==> src/rtl/ps2_scan_rx.sv <==
// ps2_scan_rx: PS/2 keyboard receiver with glitch filter, frame checks, E0/F0 folding and
// a make-code history. Define PS2_PARITY_CHK_EN to treat a parity mismatch as a frame error.
module ps2_scan_rx #(
   parameter int SYNC_STAGES = 2,
   parameter int FILTER_LEN  = 4,
   parameter int TIMEOUT_CYC = 50000,
   parameter int DEPTH       = 6
) (
   input  logic                       fpgaclk,
   input  logic                       rst,
   input  logic                       ps2clk,
   input  logic                       ps2data,
   output logic                       code_valid,
   output logic [7:0]                 code,
   output logic                       code_break,
   output logic                       code_ext,
   output logic                       frame_err,
   output logic [8*DEPTH-1:0]         history,
   output logic [$clog2(DEPTH+1)-1:0] hist_count
);
   localparam int FW = $clog2(FILTER_LEN + 1);
   localparam int TW = $clog2(TIMEOUT_CYC + 1);
   localparam int HW = $clog2(DEPTH + 1);

   localparam logic [1:0] IDLE   = 2'd0;
   localparam logic [1:0] DATA   = 2'd1;
   localparam logic [1:0] PARITY = 2'd2;
   localparam logic [1:0] STOP   = 2'd3;

   logic [SYNC_STAGES-1:0] clk_sync_reg;
   logic [SYNC_STAGES-1:0] data_sync_reg;
   logic                   clk_f_reg;
   logic                   clk_f_d_reg;
   logic [FW-1:0]          filt_cnt_reg;
   logic                   fall_reg;
   logic [1:0]             state_reg;
   logic [2:0]             bitcnt_reg;
   logic [7:0]             shift_reg;
   logic [TW-1:0]          to_cnt_reg;
   logic                   ext_reg;
   logic                   brk_reg;
   logic [7:0]             hist_reg [DEPTH];
   logic                   clk_s;
   logic                   data_s;
   logic                   frame_ok;
   logic                   make_evt;
`ifdef PS2_PARITY_CHK_EN
   logic                   parity_reg;
`endif

   assign clk_s  = clk_sync_reg[SYNC_STAGES-1];
   assign data_s = data_sync_reg[SYNC_STAGES-1];

   always_ff @(posedge fpgaclk or negedge rst) begin
      if (!rst) begin
         clk_sync_reg  <= '0;
         data_sync_reg <= '0;
      end else begin
         clk_sync_reg  <= {clk_sync_reg[SYNC_STAGES-2:0], ps2clk};
         data_sync_reg <= {data_sync_reg[SYNC_STAGES-2:0], ps2data};
      end
   end

   // clk_f only follows the line after FILTER_LEN consecutive disagreeing samples
   always_ff @(posedge fpgaclk or negedge rst) begin
      if (!rst) begin
         clk_f_reg    <= 1'b1;
         clk_f_d_reg  <= 1'b0;
         filt_cnt_reg <= '0;
         fall_reg     <= 1'b0;
      end else begin
         clk_f_d_reg <= clk_f_reg;
         fall_reg    <= clk_f_d_reg & ~clk_f_reg;
         if (clk_s != clk_f_reg) begin
            if (filt_cnt_reg == FW'(FILTER_LEN - 1)) begin
               clk_f_reg    <= clk_s;
               filt_cnt_reg <= '0;
            end else begin
               filt_cnt_reg <= filt_cnt_reg + 1'b1;
            end
         end else begin
            filt_cnt_reg <= '0;
         end
      end
   end

`ifdef PS2_PARITY_CHK_EN
   assign frame_ok = data_s & (^{shift_reg, parity_reg});
`else
   assign frame_ok = data_s;
`endif

   assign make_evt = fall_reg && (state_reg == STOP) && frame_ok && !brk_reg &&
                     (shift_reg != 8'hE0) && (shift_reg != 8'hF0);

   always_ff @(posedge fpgaclk or negedge rst) begin
      if (!rst) begin
         state_reg  <= IDLE;
         bitcnt_reg <= '0;
         shift_reg  <= '0;
         to_cnt_reg <= '0;
         ext_reg    <= 1'b0;
         brk_reg    <= 1'b0;
         code_valid <= 1'b0;
         code       <= '0;
         code_break <= 1'b0;
         code_ext   <= 1'b0;
         frame_err  <= 1'b0;
`ifdef PS2_PARITY_CHK_EN
         parity_reg <= 1'b0;
`endif
      end else begin
         code_valid <= 1'b0;
         frame_err  <= 1'b0;
         if (fall_reg || state_reg == IDLE) begin
            to_cnt_reg <= '0;
         end else begin
            to_cnt_reg <= to_cnt_reg + 1'b1;
         end
         if (fall_reg) begin
            case (state_reg)
               IDLE: begin
                  if (!data_s) begin
                     state_reg  <= DATA;
                     bitcnt_reg <= '0;
                  end
               end
               DATA: begin
                  shift_reg  <= {data_s, shift_reg[7:1]};
                  bitcnt_reg <= bitcnt_reg + 1'b1;
                  if (bitcnt_reg == 3'd7) begin
                     state_reg <= PARITY;
                  end
               end
               PARITY: begin
`ifdef PS2_PARITY_CHK_EN
                  parity_reg <= data_s;
`endif
                  state_reg <= STOP;
               end
               default: begin
                  state_reg <= IDLE;
                  if (!frame_ok) begin
                     frame_err <= 1'b1;
                     ext_reg   <= 1'b0;
                     brk_reg   <= 1'b0;
                  end else if (shift_reg == 8'hE0) begin
                     ext_reg <= 1'b1;
                  end else if (shift_reg == 8'hF0) begin
                     brk_reg <= 1'b1;
                  end else begin
                     code_valid <= 1'b1;
                     code       <= shift_reg;
                     code_break <= brk_reg;
                     code_ext   <= ext_reg;
                     ext_reg    <= 1'b0;
                     brk_reg    <= 1'b0;
                  end
               end
            endcase
         end else if (state_reg != IDLE && to_cnt_reg == TW'(TIMEOUT_CYC - 1)) begin
            // a fall in this same cycle takes the branch above and keeps the frame alive
            state_reg <= IDLE;
            frame_err <= 1'b1;
            ext_reg   <= 1'b0;
            brk_reg   <= 1'b0;
         end
      end
   end

   always_ff @(posedge fpgaclk or negedge rst) begin
      if (!rst) begin
         for (int i = 0; i < DEPTH; i++) begin
            hist_reg[i] <= '0;
         end
         hist_count <= '0;
      end else if (make_evt) begin
         hist_reg[0] <= shift_reg;
         for (int i = 1; i < DEPTH; i++) begin
            hist_reg[i] <= hist_reg[i-1];
         end
         if (hist_count != HW'(DEPTH)) begin
            hist_count <= hist_count + 1'b1;
         end
      end
   end

   genvar gi;
   generate
      for (gi = 0; gi < DEPTH; gi++) begin : g_hist
         assign history[8*gi +: 8] = hist_reg[gi];
      end
   endgenerate

endmodule

==> config.mk <==
export PLATFORM = sky130hd
export DESIGN_NAME = ps2_scan_rx
export DESIGN_NICKNAME = d
export VERILOG_FILES = /design/src/rtl/ps2_scan_rx.sv
export SDC_FILE = /design/constraint.sdc
export NUM_CORES = 1
export LEC_CHECK = 0
export ABC_AREA = 1
export CORE_ASPECT_RATIO = 0.7
export CORE_MARGIN = 1.5
export CORE_UTILIZATION = 48
export DETAILED_ROUTE_END_ITERATION = 7
export GPL_ROUTABILITY_DRIVEN = 0
export PLACE_DENSITY = 0.75
export SKIP_LAST_GASP = 1
export SYNTH_ARGS = -nofsm -noshare
export SYNTH_HDL_FRONTEND = slang
export SYNTH_SLANG_ARGS = --single-unit
==> constraint.sdc <==
create_clock -name fpgaclk -period 1.3 [get_ports fpgaclk]
set_input_delay 0.195 -clock fpgaclk [delete_from_list [all_inputs] [get_ports fpgaclk]]
set_output_delay 0.195 -clock fpgaclk [all_outputs]
set_load 0.02 [all_outputs]
== Word-level counts from Yosys, hierarchy flattened ==
Index checks and enable logic that the tools add are counted.

* $add $sub $neg: 4
* Equality and inequality tests: 18
* Muxes and demuxes: 30
* Bitwise logic cells: 5
* Reduce and logical (&&, ||, !) cells: 21

{| class="wikitable"
|+ Operator list
! kind !! number
|-
| two-way mux 1 bit || 20
|-
| adder 16 x 1 -> 16 bit, second input constant || 1
|-
| == test 16 bit, second input constant || 1
|-
| == test 8 bit, second input constant || 2
|-
| two-way mux 16 bit || 1
|-
| != test 8 bit, second input constant || 2
|-
| != test 3 bit, second input constant || 4
|-
| AND reduction 3 bit || 4
|-
| adder 3 x 1 -> 3 bit, second input constant || 3
|-
| two-way mux 3 bit || 3
|-
| two-way mux 2 bit || 4
|-
| logical AND 1 bit || 6
|-
| one-hot mux 2 bit (3 select lines) || 1
|-
| one-hot mux 3 bit (2 select lines) || 1
|-
| AND reduction 2 bit || 3
|-
| nonzero test 2 bit || 3
|-
| AND reduction 5 bit || 1
|-
| == test 2 bit, second input constant || 2
|-
| != test 2 bit, second input constant || 2
|-
| != test 4 bit, second input constant || 1
|-
| inverter 1 bit || 4
|-
| == test 3 x 2 -> 1 bit, second input constant || 1
|-
| == test 3 bit, second input constant || 1
|-
| OR reduction 3 bit || 1
|-
| 6 further kinds || 6
|}

* Register bits: 104
* Input port bits: 4
* Output and inout port bits: 63
* Word-level logic and storage cells: 102

== Longest topological paths before layout ==
* Depth after elaboration: 7
* Mapped depth: 10
* Depth with buffers taken out: 10

== Worst setup path before layout ==
OpenSTA, ideal clock, no wires.

* Path type: reg2reg
* From: reg state_reg[0]
* To: reg state_reg[0]
* Setup time: 0.117 ns
* Arrival time: 1.284 ns
* Required time: 1.183 ns
* Path slack: -0.100 ns
* Stages on the path, launching flop included: 11
* Path buffers: 0
* Cell sequence: dfrtp_1 -> inv_1 -> ha_1 -> inv_1 -> nand3_1 -> nor2_1 -> nand3_1 -> nand2_1 -> nand2_1 -> nand2_1 -> nand2_1

* Cells in the longest elaborated chain, start to end: 4

{| class="wikitable"
|+ RTL lines
! element !! line !! text
|-
| start: declaration || 36 || <nowiki>logic [1:0] state_reg;</nowiki>
|-
| start signal: assignment || 98 || <nowiki>state_reg <= IDLE;</nowiki>
|-
| start signal: assignment || 124 || <nowiki>state_reg <= DATA;</nowiki>
|-
| start signal: assignment || 132 || <nowiki>state_reg <= PARITY;</nowiki>
|-
| parallel branches: the longest is 4 deep, another holds != test 3 bit || - ||
|}

Several ways; the timed one is not identified.
A chain may end at the register's enable or synchronous reset.

== Worst setup path after layout ==
* From: reg state_reg[1]
* To: reg brk_reg

* Cells in the longest elaborated chain, start to end: 4

{| class="wikitable"
|+ RTL lines
! element !! line !! text
|-
| == test 2 bit, or another cell as far along || 121 || <nowiki>case (state_reg)</nowiki>
|-
| OR reduction 3 bit (no source line) / logical AND 1 bit (equally long branches) || - ||
|-
| != test 2 bit (no source line) / nonzero test 2 bit (equally long branches) || - ||
|-
| AND reduction 3 bit (no source line) * || - ||
|-
| end signal: assignment || 146 || <nowiki>brk_reg <= 1'b0;</nowiki>
|-
| end signal: assignment || 150 || <nowiki>brk_reg <= 1'b1;</nowiki>
|-
| end signal: assignment || 157 || <nowiki>brk_reg <= 1'b0;</nowiki>
|-
| end: declaration || 41 || <nowiki>logic brk_reg;</nowiki>
|}

Every way passes the cells marked *; elsewhere a longest branch is shown, timed or not.

==> flow_summary.ini <==
[outcome]
outcome = finished with violations
violations = setup timing

[grt]
grt_max_degree = 36
use_met2_pct = 37.2
grt.busiest_layer = met2
grt_pass1_vias = 3746
grt_use_met1_pct = 32.2
grt_usage_pct = 23.5
gr-total-overflow = 0
antenna_found_initial = 0
gr-usage-met3_pct = 5.69
grt_pass1_wl_um = 17900

[sta]
slew_violations = 0
slew_headroom_pct = 73.3
min_period_ns = 1.61
finalHoldWorstSlack_ns = 0.294
clock.fmax_mhz = 622
fin_tns_setup_ns = -14.27
fin_skew_ns = 0.00830
fin_crit_sh_pct = 124
worst_pin_slew_ns = 0.400
rsz0062_at_grt = true
setup_viol = 86
hold_viol_final = 0
setup_slack_ns = -0.307

[synth]
synth-seq-cells = 104
netlist_instances = 479
synth_cell_types = 30
synth_area_mm2 = 0.00438
synth_nets = 493
ys_seq_area_share_pct = 59.4
synth_warnings = 0
avgSynthCellArea_um2 = 9.15

[clock_network]
cts_root_buffer = clkbuf_16
h-tree-depth = 3
cts_tree = built
clk_latency_ns = 0.34
cts_buffer_depth = 2
cts.clk_slew.worst_paths_ns = 0.06
numCtsBuffers = 9
clock_sinks = 104

[pwr]
peakVddDrop_mv = 0.859
power.total_mw = 9.67
p_per_area_mw_per_mm2 = 1510
leakage_nw = 3.23

[placement]
place_inst = 700
pre_cts_ws_ns = -0.191
io_buffers = 66
dp_hpwl_um = 7040

[worst_setup_path]
cp.required_ns = 1.53
path_class = flip-flop to flip-flop
critPathMaxFanout = 8
start_kind = flip-flop
crit_path_end_kind = flip-flop
arrival_ns = 1.83
reg2regPathDepth = 11

[finish]
drive_above_1_share_pct = 29.4
most-common-layout-cells = dfrtp_1 (103), nand2_1 (95), buf_4 (53)
layout.nets = 631
largest_reg_flops = 48
instances_no_fill = 742
layout_commonest_cell = dfrtp_1
syn_to_final_growth_pct = 45.7
antenna_cells = 0

[floorplanning]
initial_core_util_pct = 50.6
core.rowCount = 28
dieArea_mm2 = 0.00972
core_area_mm2 = 0.00865
fp.dieW_um = 117
die_y_um = 82.9
num_io_pins = 67

[routing]
ant_nets = 0
via_count = 3824
avgViaCountPerCell = 5.15
dr.pass1.iters = 7
drt_iter0_drc = 246
wl_um = 11400
wl_per_cell_um = 15.4
drc = 0

[hold_path]
holdPathStages = 1
hp-class = input port to flip-flop

[run]
cap_violations = 0
cells by family (layout without fill, tap and decap cells):
logic type | Yosys count | in the layout | synth area share, %
AO/OA/AOI/OAI | 82 | 82 | 10.4
XOR/XNOR | 2 | 2 | 0.400
adder cells (fa/ha/maj) | 10 | 10 | 2.86
buffers and inverters | 74 | 216 | 6.97
flip-flops | 104 | 104 | 59.4
multiplexers | 1 | 1 | 0.257
AND/OR/NAND/NOR | 206 | 207 | 19.7
report_power, final:
| group | total, mW | switching [mW] | internal, mW |
|---|---|---|---|
| sequential | 3.89 | 0.260 | 3.63 |
| combinational | 3.12 | 1.78 | 1.34 |
| clock | 2.66 | 1.19 | 1.48 |
synthesized netlist by cell type (all sizes together):
cell,count,area (um^2)
clkbuf,3,12.5
xor2,1,8.76
dfrtp,103,2580
a21oi,26,168
xnor2,1,8.76
nand2,117,442
o21bai,1,7.51
buf,12,71.3
and2,1,6.26
nor2,46,175
nand3,27,145
o21ai,52,260
mux2,1,11.3
nor3,8,50.1
nor3b,1,7.51
inv,59,221
nand4,5,31.3
ha,10,125
o21a,1,7.51
and3,1,6.26
dfstp,1,26.3
a31oi,2,12.5
metal layers:
metal | part of all wire, % | routed length [um] | up-vias
li1 | - | - | 1810
met1 | 46 | 5200 | 1876
met2 | 48 | 5490 | 119
met3 | 5.0 | 566 | 19
met4 | 1.5 | 171 | 0
met5 | 0 | 0 | -
layout make-up:
cell class / count / area (um^2)
Tap cell: 120 / 150
Clock buffer: 12 / 267
Clock inverter: 4 / 36.3
Sequential cell: 104 / 2600
Fill cell: 592 / 2270
Timing Repair Buffer: 141 / 1300
Inverter: 59 / 239
Multi-Input combinational cell: 302 / 1790
metrics by stage:
stage	area [um^2]	utilization, %
after detailed placement	5590	64.6
after floorplan	4440	-
final	6380	73.8
after global placement	5590	64.6
after global routing	6380	73.8
after CTS	6120	70.8
worst max-delay path: stages, from the launching register on:
cell and delay, ns:
dfrtp_1 0.38, buf_6 0.14, inv_6 0.04, ha_4 0.16, inv_2 0.05, nand3_2 0.05
nor2_1 0.12, nand3_1 0.10, nand2_2 0.19, nand2_1 0.11, nand2_1 0.09, nand2_1 0.06
path summary, 6_finish.rpt:
check / from / end / slack, ns
worst max-delay path: state_reg[1] / brk_reg / -0.31
worst min-delay path: ps2clk / clk_sync_reg[0] / 0.29
worst max register to register: state_reg[1] / brk_reg / -0.31
worst min register to register: clk_sync_reg[0] / clk_sync_reg[1] / 0.35
max in group asynchronous: rst / code[0] / 0.45
min in group asynchronous: rst / history[1] / 0.32
timing repair:
| action | in CTS | in global routing |
|---|---|---|
| hold endpoints to repair | 23 | 0 |
| setup buffers | 11 | 12 |
| gates cloned | 2 | 0 |
| endpoints found under the setup margin | 156 | 112 |
| gates resized for setup | 123 | 84 |
| pin swaps | 14 | 23 |
| hold buffers | 1 | 0 |
(Power assumes the default switching activity.)
